`config.mk`:
```
export PLATFORM = sky130hd
export DESIGN_NAME = cfu_simd_mac
export DESIGN_NICKNAME = d
export VERILOG_FILES = /design/src/rtl/cfu_simd_mac.sv
export SDC_FILE = /design/constraint.sdc
export NUM_CORES = 1
export LEC_CHECK = 0
export BUFFER_PORTS_ARGS = -buffer_cell sky130_fd_sc_hd__buf_4
export CAP_MARGIN = 20
export CORE_UTILIZATION = 60
export CTS_BUF_LIST = sky130_fd_sc_hd__clkbuf_16
export DETAILED_ROUTE_END_ITERATION = 16
export GPL_TIMING_DRIVEN = 1
export PLACE_DENSITY = 0.83
export SETUP_SLACK_MARGIN = 0.2
export SLEW_MARGIN = 20
export SYNTH_ARGS = -nofsm -noshare
export SYNTH_HDL_FRONTEND = slang
export SYNTH_SLANG_ARGS = --single-unit
```
`constraint.sdc`:
```
create_clock -name clk_i -period 19.3 [get_ports clk_i]
set_input_delay 1.93 -clock clk_i [delete_from_list [all_inputs] [get_ports clk_i]]
set_output_delay 1.93 -clock clk_i [all_outputs]
set_load 0.05 [all_outputs]
```
`src/rtl/cfu_simd_mac.sv`:
```
// cfu_simd_mac: multi-cycle SIMD dot-product-accumulate unit for the CFU slot.
// It keeps a bank of accumulators. A MAC processes one lane per cycle: lane 0
// in the accept cycle and the remaining lanes in BUSY. The other commands
// finish in the accept cycle. rslt_o is registered and valid in DONE.

`ifndef XLEN
`define XLEN 32
`endif
`ifndef CFU_CTRL_WIDTH
`define CFU_CTRL_WIDTH 11
`endif
`ifndef CFU_CTRL_IS_CFU
`define CFU_CTRL_IS_CFU 0
`endif

module cfu_simd_mac #(
  parameter int LANES = 4,
  parameter int NACC  = 4,
  parameter int ACC_W = 32
) (
  input  logic                       clk_i,
  input  logic                       rst_i,
  input  logic                       stall_i,
  input  logic                       valid_i,
  input  logic [`CFU_CTRL_WIDTH-1:0] cfu_ctrl_i,
  input  logic [`XLEN-1:0]           src1_i,
  input  logic [`XLEN-1:0]           src2_i,
  output logic                       stall_o,
  output logic [`XLEN-1:0]           rslt_o
);

  localparam int XLEN = `XLEN;
  localparam int LW   = XLEN / LANES;
  localparam int SELW = (NACC > 1) ? $clog2(NACC) : 1;
  localparam int CNTW = (LANES > 1) ? $clog2(LANES) : 1;

  localparam logic [1:0] ST_IDLE = 2'd0;
  localparam logic [1:0] ST_BUSY = 2'd1;
  localparam logic [1:0] ST_DONE = 2'd2;

  localparam logic [2:0] OP_MAC     = 3'd0;
  localparam logic [2:0] OP_READ    = 3'd1;
  localparam logic [2:0] OP_CLEAR   = 3'd2;
  localparam logic [2:0] OP_WRITE   = 3'd3;
  localparam logic [2:0] OP_REQUANT = 3'd4;

  // Saturation bounds of a signed LW-bit value, held at accumulator width.
  localparam logic signed [ACC_W-1:0] QMAX = {{(ACC_W-LW+1){1'b0}}, {(LW-1){1'b1}}};
  localparam logic signed [ACC_W-1:0] QMIN = {{(ACC_W-LW+1){1'b1}}, {(LW-1){1'b0}}};

  logic [1:0]       state_q,   state_d;
  logic [CNTW-1:0]  laneCnt_q, laneCnt_d;
  logic [XLEN-1:0]  op1_q,     op1_d;
  logic [XLEN-1:0]  op2_q,     op2_d;
  logic             sgn_q,     sgn_d;
  logic [SELW-1:0]  sel_q,     sel_d;
  logic [ACC_W-1:0] sum_q,     sum_d;
  logic [XLEN-1:0]  rslt_q,    rslt_d;
  logic [ACC_W-1:0] acc_q [NACC];

  logic             accWe;
  logic [SELW-1:0]  accWIdx;
  logic [ACC_W-1:0] accWData;

  logic             cmdValid;
  logic [2:0]       funct3;
  logic [6:0]       funct7;
  logic [SELW-1:0]  sel;
  logic             sgn;
  logic [ACC_W-1:0] accSel;
  logic [ACC_W-1:0] acceptProd;
  logic [ACC_W-1:0] busyProd;
  logic [ACC_W-1:0] macSum;
  logic [4:0]       shAmt;
  logic signed [ACC_W-1:0] shifted;
  logic signed [ACC_W-1:0] requantVal;
  logic             unusedBits;

  // Product of one lane pair, widened to the accumulator width.
  function automatic logic [ACC_W-1:0] laneProd(input logic [LW-1:0] a,
                                                input logic [LW-1:0] b,
                                                input logic          s);
    logic signed [2*LW-1:0] ea, eb, ps;
    logic [2*LW-1:0] ua, ub, pu;
    ea = {{LW{a[LW-1]}}, a};
    eb = {{LW{b[LW-1]}}, b};
    ps = ea * eb;
    ua = {{LW{1'b0}}, a};
    ub = {{LW{1'b0}}, b};
    pu = ua * ub;
    return s ? ACC_W'(ps) : ACC_W'(pu);
  endfunction

  // Accumulator-width values are reported sign-extended to the register width.
  function automatic logic [XLEN-1:0] sextAcc(input logic [ACC_W-1:0] v);
    return XLEN'($signed(v));
  endfunction

  assign funct3   = cfu_ctrl_i[3:1];
  assign funct7   = cfu_ctrl_i[10:4];
  assign cmdValid = valid_i && cfu_ctrl_i[`CFU_CTRL_IS_CFU];
  assign sel      = (NACC > 1) ? funct7[SELW-1:0] : '0;
  assign sgn      = !funct7[6];
  assign accSel   = acc_q[sel];

  assign stall_o  = ((state_q == ST_IDLE) && cmdValid) || (state_q == ST_BUSY);
  assign rslt_o   = rslt_q;

  assign unusedBits = ^{cfu_ctrl_i, funct7};

  // Lane products for the accept cycle (live operands) and BUSY (latched ones).
  always_comb begin
    acceptProd = laneProd(src1_i[LW-1:0], src2_i[LW-1:0], sgn);
    busyProd   = laneProd(op1_q[int'(laneCnt_q)*LW +: LW],
                          op2_q[int'(laneCnt_q)*LW +: LW], sgn_q);
  end

  // Requantize: clamp shift, arithmetic shift, then saturate to a signed lane.
  always_comb begin
    shAmt = src2_i[4:0];
    if (int'(src2_i[4:0]) > ACC_W - 1) begin
      shAmt = 5'(ACC_W - 1);
    end
    shifted = $signed(accSel) >>> shAmt;
    if (shifted > QMAX) begin
      requantVal = QMAX;
    end else if (shifted < QMIN) begin
      requantVal = QMIN;
    end else begin
      requantVal = shifted;
    end
  end

  // Command sequencing; the accumulator bank is written at most once per command.
  always_comb begin
    state_d   = state_q;
    laneCnt_d = laneCnt_q;
    op1_d     = op1_q;
    op2_d     = op2_q;
    sgn_d     = sgn_q;
    sel_d     = sel_q;
    sum_d     = sum_q;
    rslt_d    = rslt_q;
    accWe     = 1'b0;
    accWIdx   = sel_q;
    accWData  = sum_q;
    macSum    = '0;
    case (state_q)
      ST_IDLE: begin
        if (cmdValid) begin
          op1_d   = src1_i;
          op2_d   = src2_i;
          sgn_d   = sgn;
          sel_d   = sel;
          accWIdx = sel;
          state_d = ST_DONE;
          case (funct3)
            OP_MAC: begin
              macSum = accSel + acceptProd;
              if (LANES == 1) begin
                accWe    = 1'b1;
                accWData = macSum;
                rslt_d   = sextAcc(macSum);
              end else begin
                sum_d     = macSum;
                laneCnt_d = CNTW'(1);
                state_d   = ST_BUSY;
              end
            end
            OP_READ: begin
              rslt_d = sextAcc(accSel);
            end
            OP_CLEAR: begin
              rslt_d   = sextAcc(accSel);
              accWe    = 1'b1;
              accWData = '0;
            end
            OP_WRITE: begin
              accWe    = 1'b1;
              accWData = src1_i[ACC_W-1:0];
              rslt_d   = sextAcc(src1_i[ACC_W-1:0]);
            end
            OP_REQUANT: begin
              rslt_d = sextAcc(requantVal);
            end
            default: begin
              rslt_d = '0;
            end
          endcase
        end
      end
      ST_BUSY: begin
        macSum = sum_q + busyProd;
        if (laneCnt_q == CNTW'(LANES - 1)) begin
          accWe     = 1'b1;
          accWData  = macSum;
          rslt_d    = sextAcc(macSum);
          laneCnt_d = '0;
          state_d   = ST_DONE;
        end else begin
          sum_d     = macSum;
          laneCnt_d = CNTW'(laneCnt_q + 1'b1);
        end
      end
      ST_DONE: begin
        if (!stall_i) begin
          state_d = ST_IDLE;
        end
      end
      default: begin
        state_d = ST_IDLE;
      end
    endcase
  end

  // Control and datapath registers; reset drops any in-flight command.
  always_ff @(posedge clk_i or posedge rst_i) begin
    if (rst_i) begin
      state_q   <= ST_IDLE;
      laneCnt_q <= '0;
      op1_q     <= '0;
      op2_q     <= '0;
      sgn_q     <= 1'b0;
      sel_q     <= '0;
      sum_q     <= '0;
      rslt_q    <= '0;
    end else begin
      state_q   <= state_d;
      laneCnt_q <= laneCnt_d;
      op1_q     <= op1_d;
      op2_q     <= op2_d;
      sgn_q     <= sgn_d;
      sel_q     <= sel_d;
      sum_q     <= sum_d;
      rslt_q    <= rslt_d;
    end
  end

  // Accumulator bank with a single write port.
  always_ff @(posedge clk_i or posedge rst_i) begin
    if (rst_i) begin
      for (int i = 0; i < NACC; i++) begin
        acc_q[i] <= '0;
      end
    end else if (accWe) begin
      acc_q[accWIdx] <= accWData;
    end
  end

endmodule
```
**Word-level counts from Yosys, hierarchy flattened**

Cells that the tools add are included.

- Register bits: 263
- Input port bits: 79

- $add $sub $neg: 3
- $mul: 4
- $lt $le $gt $ge: 5
- Eq/ne operators: 13
- Shift-type cells: 3
- Muxes and demuxes: 37
- Bitwise gates (word level): 2
- Reduce and logical (&&, ||, !) cells: 15

Operators with widths:

| cell | number |
|---|---|
| two-way mux 32 bit | 14 |
| case mux 32 bit (2 select lines) | 4 |
| bitwise mux 128 bit | 1 |
| case mux 32 bit (4 select lines) | 1 |
| adder 32 bit | 2 |
| binary-select mux 32 bit (select 2 bit) | 1 |
| demux 32 bit (select 2 bit) | 1 |
| multiplier 8 x 8 -> 16 bit | 4 |
| variable part select 32 x 6 -> 8 bit | 2 |
| greater-than comparator 32 x 8 -> 1 bit (second input constant) | 1 |
| < comparator 32 x 8 -> 1 bit (second input constant) | 1 |
| >>> shifter 32 x 5 -> 32 bit | 1 |
| two-way mux 2 bit | 9 |
| != test 2 bit (second input constant) | 4 |
| AND reduction 4 bit | 2 |
| equality test 3 x 2 -> 1 bit (second input constant) | 2 |
| >= comparator 3 bit (second input constant) | 2 |
| NOT 2 -> 3 bit | 2 |
| case mux 2 bit (3 select lines) | 1 |
| AND reduction 3 bit | 2 |
| equality test 2 bit (second input constant) | 2 |
| != test 2 x 1 -> 1 bit (second input constant) | 2 |
| case mux 2 bit (2 select lines) | 1 |
| OR reduction 2 bit | 2 |
| 14 further kinds | 18 |

**Logic depth before layout (Yosys ltp)**

Gate-level depths: netlist of the first run.

- Word-level depth: 11
- Depth in mapped cells: 40
- Mapped depth without buffers: 32

**Least setup slack after synthesis of the first run**

OpenSTA, ideal clock, no wires.

- Path type: in2reg
- Start point: input port src2_i[0]
- End point: register sum_q[31]
- Library setup time: 138 ps
- Arrival: 9939 ps
- Required time: 19162 ps
- Path slack: 9223 ps
- Stages on the path: 34
- Path buffers: 8
- Cell sequence: buf_4 -> buf_6 -> buf_6 -> buf_6 -> buf_4 -> buf_4 -> buf_2 -> clkbuf_1 -> nand2_1 -> inv_1 -> ha_1 -> fa_1 -> inv_1 -> fa_1 -> fa_1 -> inv_1 -> ha_1 -> a21o_1 -> a2111oi_0 -> o31ai_1 -> o41ai_1 -> xnor2_1 -> nor2_1 -> ha_1 -> a41oi_1 -> o21ai_0 -> a31o_2 -> or3_1 -> a31oi_1 -> o41a_1 -> nor3_1 -> o41ai_1 -> xnor2_1 -> o221ai_1

- Word-level cells in the longest chain between the ends: 6
- Elaborated cells on any way between the ends: 7
- Classes of those cells: add/sub: 1; mul: 2; mux: 4

RTL lines:

| what | RTL line | source |
|---|---|---|
| from (decl) | 27 | `` input logic [`XLEN-1:0] src2_i, `` |
| multiplier 8 x 8 -> 16 bit (on tied branches) | 87, 90 |  |
| two-way mux 32 bit * | 91 | `return s ? ACC_W'(ps) : ACC_W'(pu);` |
| adder 32 bit * | 159 | `macSum = accSel + acceptProd;` |
| two-way mux 32 bit * | 157 | `case (funct3)` |
| two-way mux 32 bit * | 150 | `if (cmdValid) begin` |
| case mux 32 bit (2 select lines) * | 148 | `case (state_q)` |
| to (signal assigned) | 234 | `sum_q <= sum_d;` |
| to (decl) | 57 | `logic [ACC_W-1:0] sum_q, sum_d;` |

Mark *: on every way between the ends. The rest lies on a longest branch, timed or not. The select of a mux whose other input is x is not followed.
A chain may end at the register's enable or synchronous reset.

**Worst setup path after layout of the first run**

- Start point: input port src2_i[2]
- End point: register sum_q[31]

Same word-level chain as after synthesis.

==> results of run 1 <==
[critical path, delay by kind of cell]
kind                     cells  cell delay, ps
XOR/XNOR                     2             430
adder cells (fa/ha/maj)      6            2490
AND/OR/NAND/NOR              4             640
AO/OA/AOI/OAI               13            3690
buffers and inverters        5             930
[how the worst max path moves through the flow]
| stage | to | cells after the start |
|---|---|---|
| after floorplan | sum_q[31] | 34 |
| after global placement | sum_q[31] | 30 |
| after detailed placement | sum_q[31] | 30 |
| after CTS | sum_q[31] | 30 |
| after global routing | acc_q[122] | 31 |
| final | sum_q[31] | 30 |
[metal layers]
metal | track usage, % | up-vias | wire [um]
met5 | 0 | - | 0
met4 | 17.4 | 0 | 4090
met3 | 7.18 | 275 | 8870
met2 | 60.3 | 1345 | 40100
met1 | 48.0 | 11400 | 31600
li1 | - | 10100 | -
[synth_stat cells (22+ instances only)]
| library cell | count | area, um2 |
|---|---|---|
| a21o_1 | 33 | 248 |
| a21oi_1 | 216 | 1080 |
| a22oi_1 | 36 | 270 |
| a31oi_1 | 24 | 150 |
| and2_1 | 93 | 582 |
| clkbuf_1 | 122 | 458 |
| dfrtp_1 | 263 | 6580 |
| fa_1 | 172 | 3440 |
| ha_1 | 180 | 2250 |
| inv_1 | 298 | 1120 |
| mux2_2 | 108 | 1220 |
| mux2i_1 | 73 | 731 |
| mux4_2 | 97 | 2180 |
| nand2_1 | 228 | 856 |
| nand2b_1 | 25 | 156 |
| nand3_1 | 22 | 110 |
| nor2_1 | 228 | 856 |
| nor2b_1 | 22 | 138 |
| nor3_1 | 40 | 200 |
| o21ai_0 | 162 | 811 |
| o21bai_1 | 22 | 165 |
| xnor2_1 | 74 | 648 |
| xor2_1 | 34 | 298 |
[cell families after synthesis]
| family | synth area share [%] |
|---|---|
| AO/OA/AOI/OAI | 16.6 |
| XOR/XNOR | 3.59 |
| adder cells (fa/ha/maj) | 21.1 |
| buffers and inverters | 6.83 |
| flip-flops | 24.4 |
| multiplexers | 15.3 |
| AND/OR/NAND/NOR | 12.3 |
[cell type report]
cell class	count	area share (%)
multi-input combinational	2151	64.2
sequential	263	22.7
inverter	300	3.91
timing repair buffer	134	3.45
clock buffer	31	2.67
tap	592	2.55
clock inverter	22	0.586
[flip-flops by register name (all words and copies together), names as in the netlist]
name       flops
laneCnt_q      2
state_q        2
sum_q         32
op2_q         32
sel_q          2
acc_q        128
op1_q         32
rslt_o        32
sgn_q          1
[stage by stage]
stage | worst slack [ps] | instance area [um2] | hold slack [ps] | util [%]
after CTS | 9680 | 29000 | 481 | 65.5
after global routing | 9130 | 29000 | 503 | 65.5
after detailed placement | 9090 | 28100 | 468 | 63.3
final | 9520 | 29000 | 475 | 65.5
after global placement | 9200 | 28100 | 457 | 63.3
after floorplan | 9220 | 27000 | 445 | -
==> metrics.yaml, run 1 <==
sta:
  slew_headroom_pct: 23.8
  fmax_ghz: 0.102
  finClkSkew_ps: 22.0
  rsz0062_at_grt: "false"
  period_share_pct: 50.7
  hold_viol: 0
  worst_pin_slew_ps: 1140
  period_needed_ps: 9780
  setup_viol: 0
  setup_tns_ps: 0
  drv_slew: 0
min_path:
  min-delay-start: "acc_q[37]"
  min_path_type: "reg -> reg"
  hold_path_end: "acc_q[37]"
  hold_depth: 2
cells_and_area:
  n_antenna_cell: 0
  ff_latch_area_um2: 6580
  mostFrequentLayoutCell: "inv_1"
  fillers: 3474
  mostFrequentLayoutCells: "inv_1 (302), dfrtp_1 (262), nand2_1 (228), nor2_1 (224), a21oi_1 (216)"
  fin_cells: 3493
  multi_input_area_um2: 18600
  fin_nets: 3311
  drive_above_1_share_pct: 14.6
  syn_to_final_growth_pct: 7.48
worst_setup_path:
  max_stage_delay_ps: 760
  worstPathMaxFanout: 61
  timing.rr.start: "laneCnt_q[0]"
  worstSetupStartpointType: "input port"
  worstSetupPathType: "in -> reg"
  crit_required_ps: 19750
  cp-end-kind: "flop"
  crit_start: "src2_i[2]"
  r2r_setup_slack_ps: 9560
  critPathSlowestCell: "a2111oi_0"
  rr_worst_depth: 31
  r2r_end: "acc_q[124]"
  cp_data_arrival_time_ps: 10230
routing:
  routed_via_density: 6.63
  drc: 0
  drt_wl_total_mm: 84.7
  ant_nets: 0
  dr.pass1.iters: 9
  vias: 23200
  avgRoutedWirePerCell_um: 24.2
  drt_iter0_markers: 2761
clocking:
  clock_path_buffers: 3
  clk_pin_slew_ps: 60
  cts-hold-fix-buffers: 0
  cts_tree: "yes"
  insertion_delay_ps: 590
  cts-root-buf: "clkbuf_16"
  postCtsSetupRepairBufs: 0
  cts_sinks: 263
  cts_max_level: 1
  post_cts_resized: 0
  cts_made_buffers: 30
die:
  die-area_um2: 45900
  initial_core_util_pct: 60.9
  ios: 112
  core_um2: 44300
  die_y_um: 214
  fp-row-count: 77
  die_w_um: 214
logic_synthesis:
  async_flop_share_pct: 100
  syn_inst: 2876
  ys.flop_type: "dfrtp_1"
  synth_fp_nets: 3307
  synth_edf_count: 0
  yosysWarnings: 0
  seq_area_frac_synth_pct: 24.4
  ys_ff_latch: 263
  ys_types: 80
  syn-cell-area_um2: 27000
  synth_area_per_cell_um2: 9.39
grt:
  grt_pass1_vias: 23800
  grt_max_degree: 137
  antenna_found_initial: 1
  grt_overflow: 0
  grt_pass1_wl_mm: 133
  grt_usage_pct: 37.1
run:
  maxCapViolCount: 0
placement:
  port_buffers: 107
  dpl.cell_count: 3438
  dpl.hpwl_mm: 64.7
  place.gp.congestion: 0.979
status:
  outcome: "finished clean"
Power of run 1 is left out: the tool's default activity adds up to more than one toggle a clock period on the data nets, which glitch-free logic cannot reach.
==> inputs of run 2 (changes only) <==
==> constraint.sdc (replaced) <==
create_clock -name clk_i -period 9.63 [get_ports clk_i]
set_input_delay 0.963 -clock clk_i [delete_from_list [all_inputs] [get_ports clk_i]]
set_output_delay 0.963 -clock clk_i [all_outputs]
set_load 0.05 [all_outputs]
==> run 2 against run 1 <==
Against the previous run: non-clock buffer count increased by 9; worst setup slack worse by 8800 ps; critical path depth unchanged; sequential share of layout area shrank 0.21 points; cell count is 0.37% higher; first-iteration DRC count up 6.4%; register-to-register slack worse by 8800 ps; clock-buffer cell count stayed put; critical endpoint is now rslt_o[29]; global-route usage rose by 0.26 points.
==> metrics.yaml, run 2 (synthesis results as in run 1) <==
run:
  maxCapViolCount: 0  # unchanged
clocking:
  clock_path_buffers: 3  # unchanged
  cts_max_level: 1  # unchanged
  insertion_delay_ps: 610  # was 590 ps
  postCtsSetupRepairBufs: 0  # unchanged
  cts-root-buf: "clkbuf_16"  # unchanged
  clk_pin_slew_ps: 70  # was 60 ps
  cts_tree: "yes"  # unchanged
  cts_sinks: 263  # unchanged
  cts-hold-fix-buffers: 0  # unchanged
  cts_made_buffers: 31  # was 30
  post_cts_resized: 0  # unchanged
routing:
  avgRoutedWirePerCell_um: 24.2  # about the same
  drc: 0  # unchanged
  vias: 23200  # about the same
  ant_nets: 0  # unchanged
  drt_wl_total_mm: 85.0  # was 84.7 mm
  dr.pass1.iters: 6  # was 9
  routed_via_density: 6.62  # was 6.63
  drt_iter0_markers: 2937  # was 2761
grt:
  antenna_found_initial: 1  # unchanged
  grt_max_degree: 144  # was 137
  grt_pass1_vias: 23600  # was 23800
  grt_overflow: 0  # unchanged
  grt_usage_pct: 37.4  # was 37.1%
  grt_pass1_wl_mm: 134  # was 133 mm
sta:
  rsz0062_at_grt: "false"  # unchanged
  period_needed_ps: 8910
  fmax_ghz: 0.112
  hold_viol: 0  # unchanged
  worst_pin_slew_ps: 1140  # about the same
  setup_viol: 0  # unchanged
  drv_slew: 0  # unchanged
  setup_tns_ps: 0  # unchanged
  period_share_pct: 92.5
  slew_headroom_pct: 24.3  # was 23.8%
  finClkSkew_ps: 20.3  # was 22.0 ps
die:
  ios: 112  # unchanged
  die_y_um: 214  # unchanged
  core_um2: 44300  # unchanged
  die-area_um2: 45900  # unchanged
  die_w_um: 214  # unchanged
  initial_core_util_pct: 60.9  # unchanged
  fp-row-count: 77  # unchanged
cells_and_area:
  largest_reg_flops: 128  # unchanged
  postLayoutCoreUtil_pct: 66.1  # was 65.5%
  fillers: 3448  # was 3474
  fin_nets: 3321  # was 3311
  syn_to_final_growth_pct: 8.44  # was 7.48%
  mostFrequentLayoutCell: "inv_1"  # unchanged
  top_register: "acc_q"  # unchanged
  mostFrequentLayoutCells: "inv_1 (300), dfrtp_1 (263), nand2_1 (228), nor2_1 (224), a21oi_1 (216)"  # was inv_1 (302), dfrtp_1 (262), nand2_1 (228), nor2_1 (224), a21oi_1 (216)
  drive_above_1_share_pct: 15.1  # was 14.6%
min_path:
  min_path_type: "in -> async"  # was reg -> reg
worst_setup_path:
  cp_data_arrival_time_ps: 9380  # was 10230 ps
  crit_start: "laneCnt_q[0]"  # was src2_i[2]
  worstPathMaxFanout: 19  # was 61
  crit_buf_inv: 5  # unchanged
  timing.rr.start: "laneCnt_q[0]"  # unchanged
  critPathSlowestCell: "mux4_2"  # was a2111oi_0
  critical_path.most_common_cell: "a21oi_1"
  worstSetupStartpointType: "flop"  # was input port
  cp-end-kind: "flop"  # unchanged
  crit_required_ps: 10100  # was 19750 ps
  worstSetupPathType: "reg -> reg"  # was in -> reg
  critPathTopFamily: "compound AO/OA/AOI/OAI gates"  # unchanged
  max_stage_delay_ps: 660  # was 760 ps
status:
  outcome: "finished clean"  # unchanged
placement:
  dpl.hpwl_mm: 65.0  # was 64.7 mm
  port_buffers: 107  # unchanged
  place.gp.congestion: 0.977  # was 0.979
-- run 2: cell count changes in the layout (fill, tap and decap cells not counted), moves of 2 or more --
cell and change:
buf_4 +9, bufinv_16 +5, clkinv_1 -3, clkinv_4 -2
inv_1 -2, inv_8 +2
-- run 2: final timing paths --
check | end | slack [ps] | depth (start not counted)
worst max-delay path | rslt_o[29] | 720 | 30
worst min-delay path | acc_q[6] | 480 | 2
worst max register to register | rslt_o[29] | 720 | 30
worst min register to register | acc_q[34] | 480 | 2
max in group asynchronous | sum_q[10] | 7700 | 3
min in group clk_i | acc_q[34] | 480 | 2
-- run 2: metrics by stage --
step	setup slack [ps]	std cells	hold slack, ps	cell area [um2]
finish	724	3506	479	29300
global route	226	3505	513	29300
CTS	758	3504	480	29300
detailed placement	592	3448	465	28100
global placement	868	3448	457	28100
floorplan	520	2876	445	27000
-- run 2: layout make-up --
cell class,instances,area (um2),area share (%)
multi-input cells,2151,18600,63.6
inverters,300,1140,3.89
clock buffers,31,776,2.65
well taps,592,741,2.53
flip-flops and latches,263,6580,22.5
diodes,1,2.50,0.00854
repair buffers,143,1070,3.67
clock inverters,25,343,1.17
-- run 2: metal layers --
metal | GRT usage, % | up-vias | wire (um)
li1 | - | 10100 | -
met1 | 48.5 | 11400 | 32200
met2 | 59.4 | 1384 | 39500
met3 | 8.38 | 274 | 8710
met4 | 18.3 | 0 | 4550
met5 | 0 | - | 0
Power of run 2 is left out for the same reason.
